File: config.mk
export PLATFORM = sky130hd
export DESIGN_NAME = compare_channel_scheduler
export DESIGN_NICKNAME = d
export VERILOG_FILES = /design/src/rtl/compare_channel_scheduler.sv
export SDC_FILE = /design/constraint.sdc
export NUM_CORES = 1
export LEC_CHECK = 0
export BUFFER_PORTS_ARGS = -buffer_cell sky130_fd_sc_hd__buf_4
export CORE_MARGIN = 2
export CORE_UTILIZATION = 52
export DETAILED_ROUTE_END_ITERATION = 10
export GPL_ROUTABILITY_DRIVEN = 1
export GPL_TIMING_DRIVEN = 0
export PLACE_DENSITY = 0.75
export SYNTH_ARGS = -nofsm -noshare
export SYNTH_HDL_FRONTEND = slang
export SYNTH_SLANG_ARGS = --single-unit
File: constraint.sdc
create_clock -name clk -period 1.6 [get_ports clk]
set_input_delay 0.16 -clock clk [delete_from_list [all_inputs] [get_ports clk]]
set_output_delay 0.16 -clock clk [all_outputs]
set_load 0.005 [all_outputs]
File: src/rtl/compare_channel_scheduler.sv
// compare_channel_scheduler
//   Shares one registered magnitude comparator across CHANNELS angle-compare
//   channels. A round-robin pointer loads one channel per cycle into a single
//   compare stage; the next cycle compares that value against the live angle
//   counter and, on a hit, raises a one-cycle event for that channel.
//
// Ports
//   clk       rising-edge clock
//   srst      synchronous reset, active-high
//   ena       scan enable; low freezes pointer and compare stage
//   cnt       running angle counter (increments, wraps to 0)
//   cnt_ovf   high in the cycle cnt shows its first post-wrap value
//   wr        channel write strobe
//   wr_ch     channel index for the write
//   wr_val    compare value to load
//   wr_arm    1: load value and arm, 0: disarm (value kept)
//   evt       one-hot, one-cycle "channel reached" pulse
//             (named evt because event is a reserved word)
//   event_ch  index of the firing channel, held while evt is zero
//   armed     per channel: waiting for wrap or waiting for hit

// Per-channel arm state and compare value.
module compare_channel_slot #(
    parameter int WIDTH = 8
) (
    input  logic             clk,
    input  logic             srst,
    input  logic             wr_sel,
    input  logic             wr_arm,
    input  logic [WIDTH-1:0] wr_val,
    input  logic [WIDTH-1:0] cnt,
    input  logic             cnt_ovf,
    input  logic             hit_sel,
    output logic [WIDTH-1:0] val,
    output logic             armed,
    output logic             wait_hit
);
    typedef enum logic [1:0] {IDLE, WAIT_WRAP, WAIT_HIT} state_t;

    state_t state, state_nx;

    always_ff @(posedge clk) begin
        if (srst) begin
            state <= IDLE;
            val   <= '0;
        end else begin
            state <= state_nx;
            if (wr_sel && wr_arm)
                val <= wr_val;
        end
    end

    // A write wins over wrap and hit. Arming at or past the target means the
    // angle has already been passed this revolution, so wait for a wrap.
    always_comb begin
        state_nx = state;
        if (wr_sel) begin
            if (!wr_arm)
                state_nx = IDLE;
            else if (cnt >= wr_val)
                state_nx = WAIT_WRAP;
            else
                state_nx = WAIT_HIT;
        end else if (cnt_ovf && state == WAIT_WRAP) begin
            state_nx = WAIT_HIT;
        end else if (hit_sel) begin
            state_nx = IDLE;
        end
    end

    assign armed    = (state != IDLE);
    assign wait_hit = (state == WAIT_HIT);
endmodule

module compare_channel_scheduler #(
    parameter int WIDTH    = 8,
    parameter int CHANNELS = 4,
    parameter int CW       = $clog2(CHANNELS)
) (
    input  logic                clk,
    input  logic                srst,
    input  logic                ena,
    input  logic [WIDTH-1:0]    cnt,
    input  logic                cnt_ovf,
    input  logic                wr,
    input  logic [CW-1:0]       wr_ch,
    input  logic [WIDTH-1:0]    wr_val,
    input  logic                wr_arm,
    output logic [CHANNELS-1:0] evt,
    output logic [CW-1:0]       event_ch,
    output logic [CHANNELS-1:0] armed
);
    typedef struct packed {
        logic             vld;
        logic [CW-1:0]    ch;
        logic [WIDTH-1:0] val;
    } stage_t;

    logic [CHANNELS-1:0][WIDTH-1:0] vals;
    logic [CHANNELS-1:0]            wait_hit;
    logic [CHANNELS-1:0]            wr_sel;
    logic [CHANNELS-1:0]            hit_sel;
    logic [CW-1:0]                  ptr;
    stage_t                         stage;
    logic                           wr_stage;
    logic                           wr_ptr;
    logic                           hit;

    // A write to the staged channel (now, or while it was loaded) makes the
    // staged value stale, so it must never produce an event.
    assign wr_stage = wr && (wr_ch == stage.ch);
    assign wr_ptr   = wr && (wr_ch == ptr);
    assign hit      = ena && stage.vld && wait_hit[stage.ch]
                      && (cnt >= stage.val) && !wr_stage;

    for (genvar c = 0; c < CHANNELS; c++) begin : g_ch
        assign wr_sel[c]  = wr && (wr_ch == CW'(c));
        assign hit_sel[c] = hit && (stage.ch == CW'(c));

        compare_channel_slot #(.WIDTH(WIDTH)) u_slot (
            .clk      (clk),
            .srst     (srst),
            .wr_sel   (wr_sel[c]),
            .wr_arm   (wr_arm),
            .wr_val   (wr_val),
            .cnt      (cnt),
            .cnt_ovf  (cnt_ovf),
            .hit_sel  (hit_sel[c]),
            .val      (vals[c]),
            .armed    (armed[c]),
            .wait_hit (wait_hit[c])
        );
    end

    always_ff @(posedge clk) begin
        if (srst) begin
            ptr      <= '0;
            stage    <= '0;
            evt      <= '0;
            event_ch <= '0;
        end else begin
            if (ena) begin
                stage.vld <= !wr_ptr;
                stage.ch  <= ptr;
                stage.val <= vals[ptr];
                ptr       <= (ptr == CW'(CHANNELS - 1)) ? '0 : ptr + 1'b1;
            end else if (wr_stage) begin
                // held stage is evaluated first on resume; drop it if stale
                stage.vld <= 1'b0;
            end
            evt <= hit_sel;            // all-zero when there is no hit
            if (hit)
                event_ch <= stage.ch;
        end
    end
endmodule

==> reports/metrics.cfg <==
[final_layout]
fin_util_pct = 66.4
nets = 425
diodes = 0
n_fill_cell = 488
drive_above_1_share_pct = 28.4
synthToLayoutAreaGrowth_pct = 22.3

[global_route]
top_usage_layer = met2
globalRouteMet1Util_pct = 31.7
antenna_found_initial = 0
grtUsageMet3_pct = 4.27
grt_max_degree = 11
grt_usage_pct = 25.3
grt_pass1_wl_um = 12100
gr-total-overflow = 0
grt_pass1_vias = 2448
use_met2_pct = 42.7

[setup_path]
cp-end-kind = register
slowest_delay_ns = 0.37
arrival_ns = 1.99
crit_buf_inv = 0
path_delay_family = compound AO/OA/AOI/OAI gates
cp_max_fo = 5
startpoint_type = register
cp_slowest_cell = a2111oi_4
path_cells = ha_4 -> nand2b_4 -> a2111oi_4 -> o311ai_4 -> and3_4 -> a32o_1
critPathKind = reg -> reg
required_ns = 1.83

[synth]
synthMuxAreaShare_pct = 10.3
synth_top_family_by_area = simple AND/OR/NAND/NOR gates
synth_cell_type_count = 49
synth_top_area_share_pct = 39.1
synth-edff-count = 0
syn_avg_cell_area_um2 = 8.89
synth_area_leader_cell = dfxtp_1
synth-xor-area-share_pct = 1.16
syn-num-nets = 381
syn_inst = 340
yosysWarnings = 0
ys_ff_latch = 59
ys.flop_type = dfxtp_1
async_reset_ff_share_pct = 0
synth_compound_area_share_pct = 16.1
ys_top_cells_by_count = nand2_1 (75), dfxtp_1 (59), a21oi_1 (37), nor2_1 (26), inv_1 (23)
ys_seq_area_share_pct = 39.1
netlist_top_cells_area = dfxtp_1 (39%), nand2_1 (9.3%), ha_1 (7.0%)
synth_fa_ha_area_share_pct = 7.03
synth_area_mm2 = 0.00302
yosys.cell_count.top_type = nand2_1
synth-simple-area-share_pct = 19.8

[routing]
viasPerCell = 5.65
vias = 2592
wl_um = 7530
dr.pass1.iters = 5
wl_per_cell_um = 16.4
remaining_drc_errors = 0
drtIter0Drc = 185
ant_nets = 0

[placed_design]
gp_congestion = 0.805
place.port_buffers = 31
hpwl_um = 5170

[clocking]
cts_hold_buf = 0
numCtsBuffers = 9
cts_max_level = 3
cts_max_path_buffers = 2
cts_tree = done
cts_num_sinks = 59
path_clk_slew_ns = 0.06
clk_latency_ns = 0.34
cts_root_buf = clkbuf_8

[power]
swShare_pct = 26.1
power_frac_clock_pct = 39.3
combPwrFrac_pct = 14.9
vdd_drop_max_uv = 766
power.internal_mw = 2.48
seq_power_share_pct = 45.8
design_power_total_mw = 3.35
leakage_nw = 1.45
power_density_mw_per_mm2 = 906
netSwitchingPower_mw = 0.874

[floorplanning]
dieArea_mm2 = 0.00644
core_region_area_mm2 = 0.00557
initial_core_util_pct = 54.3
fp.dieH_um = 80.3
num_rows = 27
io_pins = 34
die_x_um = 80.3

[sta]
finalMaxSlewViolations = 0
rsz0062_at_grt = true
fmax_mhz = 569
fin_hold_ws_ns = 0.0925
slew_headroom_pct = 46.1
layout_min_cycle_time_ns = 1.76
fin_skew_ns = 0.00673
finalWorstSetupSlack_ns = -0.158
post-route-period-util_pct = 110
worst_pin_slew_ns = 0.806
hold_violations = 0
finalSetupViolCount = 9

[status]
failed_checks = negative setup slack
status = complete, but fails checks

[job]
drv_cap = 0

[hold_path]
min_path_type = in -> reg

registers in the layout, indices dropped and copies added (netlist names):
name and flops:
event_ch 2, ptr 2, g_ch.u_slot.val 32, g_ch.u_slot.state 8, stage 11, evt 4
worst register-to-register path: stages, from the launching register on:
cell and delay [ns]:
dfxtp_2 0.35, ha_4 0.19, nand2b_4 0.14, a2111oi_4 0.37, o311ai_4 0.18, and3_4 0.21, a32o_1 0.21
layer usage:
| metal | vias to the layer above | part of all wire (%) | routed length, um |
|---|---|---|---|
| li1 | 1265 | - | - |
| met1 | 1231 | 44 | 3270 |
| met2 | 84 | 48 | 3640 |
| met3 | 12 | 6.2 | 470 |
| met4 | 0 | 1.8 | 137 |
| met5 | - | 0 | 0 |
power by group through the flow:
stage / registers (mW) / clock network, mW / logic [mW]
after global routing: 1.54 / 1.37 / 0.543
final: 1.54 / 1.32 / 0.498
after global placement: 1.56 / 0 / 0.448
after floorplan: 1.56 / 0 / 0.307
after CTS: 1.53 / 1.34 / 0.484
after detailed placement: 1.57 / 0 / 0.457
cells by family (layout without fill, tap and decap cells):
logic type      count (synthesis)  count (layout)
simple gates                  130             130
fa+ha+maj                      17              17
xor+xnor                        4               4
compound gates                 65              65
flops                          59              59
mux                            21              21
buf+inv                        44              91
repair_timing:
action,in CTS,in global routing
buffers inserted,2,0
resized for setup,17,10
pin swaps,9,10
setup endpoints to repair,14,14
cells in the final DEF (no fill, tap or decap), types with 6 or more instances in the layout:
master	netlist	layout
nand2_1	75	75
dfxtp_1	59	52
a21oi_1	37	37
buf_4	5	37
nor2_1	26	25
inv_1	23	18
mux2i_1	13	13
ha_1	17	11
clkbuf_8	0	10
clkbuf_1	8	9
mux4_2	8	8
dfxtp_2	0	7
inv_2	1	6
ha_4	0	6
through the flow:
step	worst slack [ns]	instances	TNS (ns)	area [um2]
2_1_floorplan	-0.0361	340	-0.0361	3050
3_3_place_gp	-0.236	443	-2.19	3380
3_5_place_dp	-0.255	443	-2.60	3380
4_1_cts	-0.147	459	-0.935	3660
5_1_grt	-0.231	459	-1.74	3700
6_report	-0.158	459	-0.974	3700
final timing paths:
check / from / endpoint / slack (ns) / cells after the start
worst max register to register: stage[0] / event_ch[0] / -0.16 / 6
worst max-delay path: stage[0] / event_ch[0] / -0.16 / 6
worst min register to register: g_ch[2].u_slot.val[0] / g_ch[2].u_slot.val[0] / 0.45 / 2
worst min-delay path: wr_val[2] / g_ch[0].u_slot.val[2] / 0.09 / 3
layout make-up:
| type | count | area, um2 | area share [%] |
|---|---|---|---|
| well taps | 72 | 90.1 | 2.44 |
| inverters | 24 | 90.1 | 2.44 |
| plain buffers | 20 | 121 | 3.28 |
| clock inverters | 3 | 40.0 | 1.08 |
| clock buffers | 11 | 141 | 3.82 |
| repair buffers | 33 | 251 | 6.80 |
| flip-flops and latches | 59 | 1190 | 32.2 |
| multi-input cells | 237 | 1770 | 48.0 |
No activity file was read; power rests on OpenSTA's default activity.
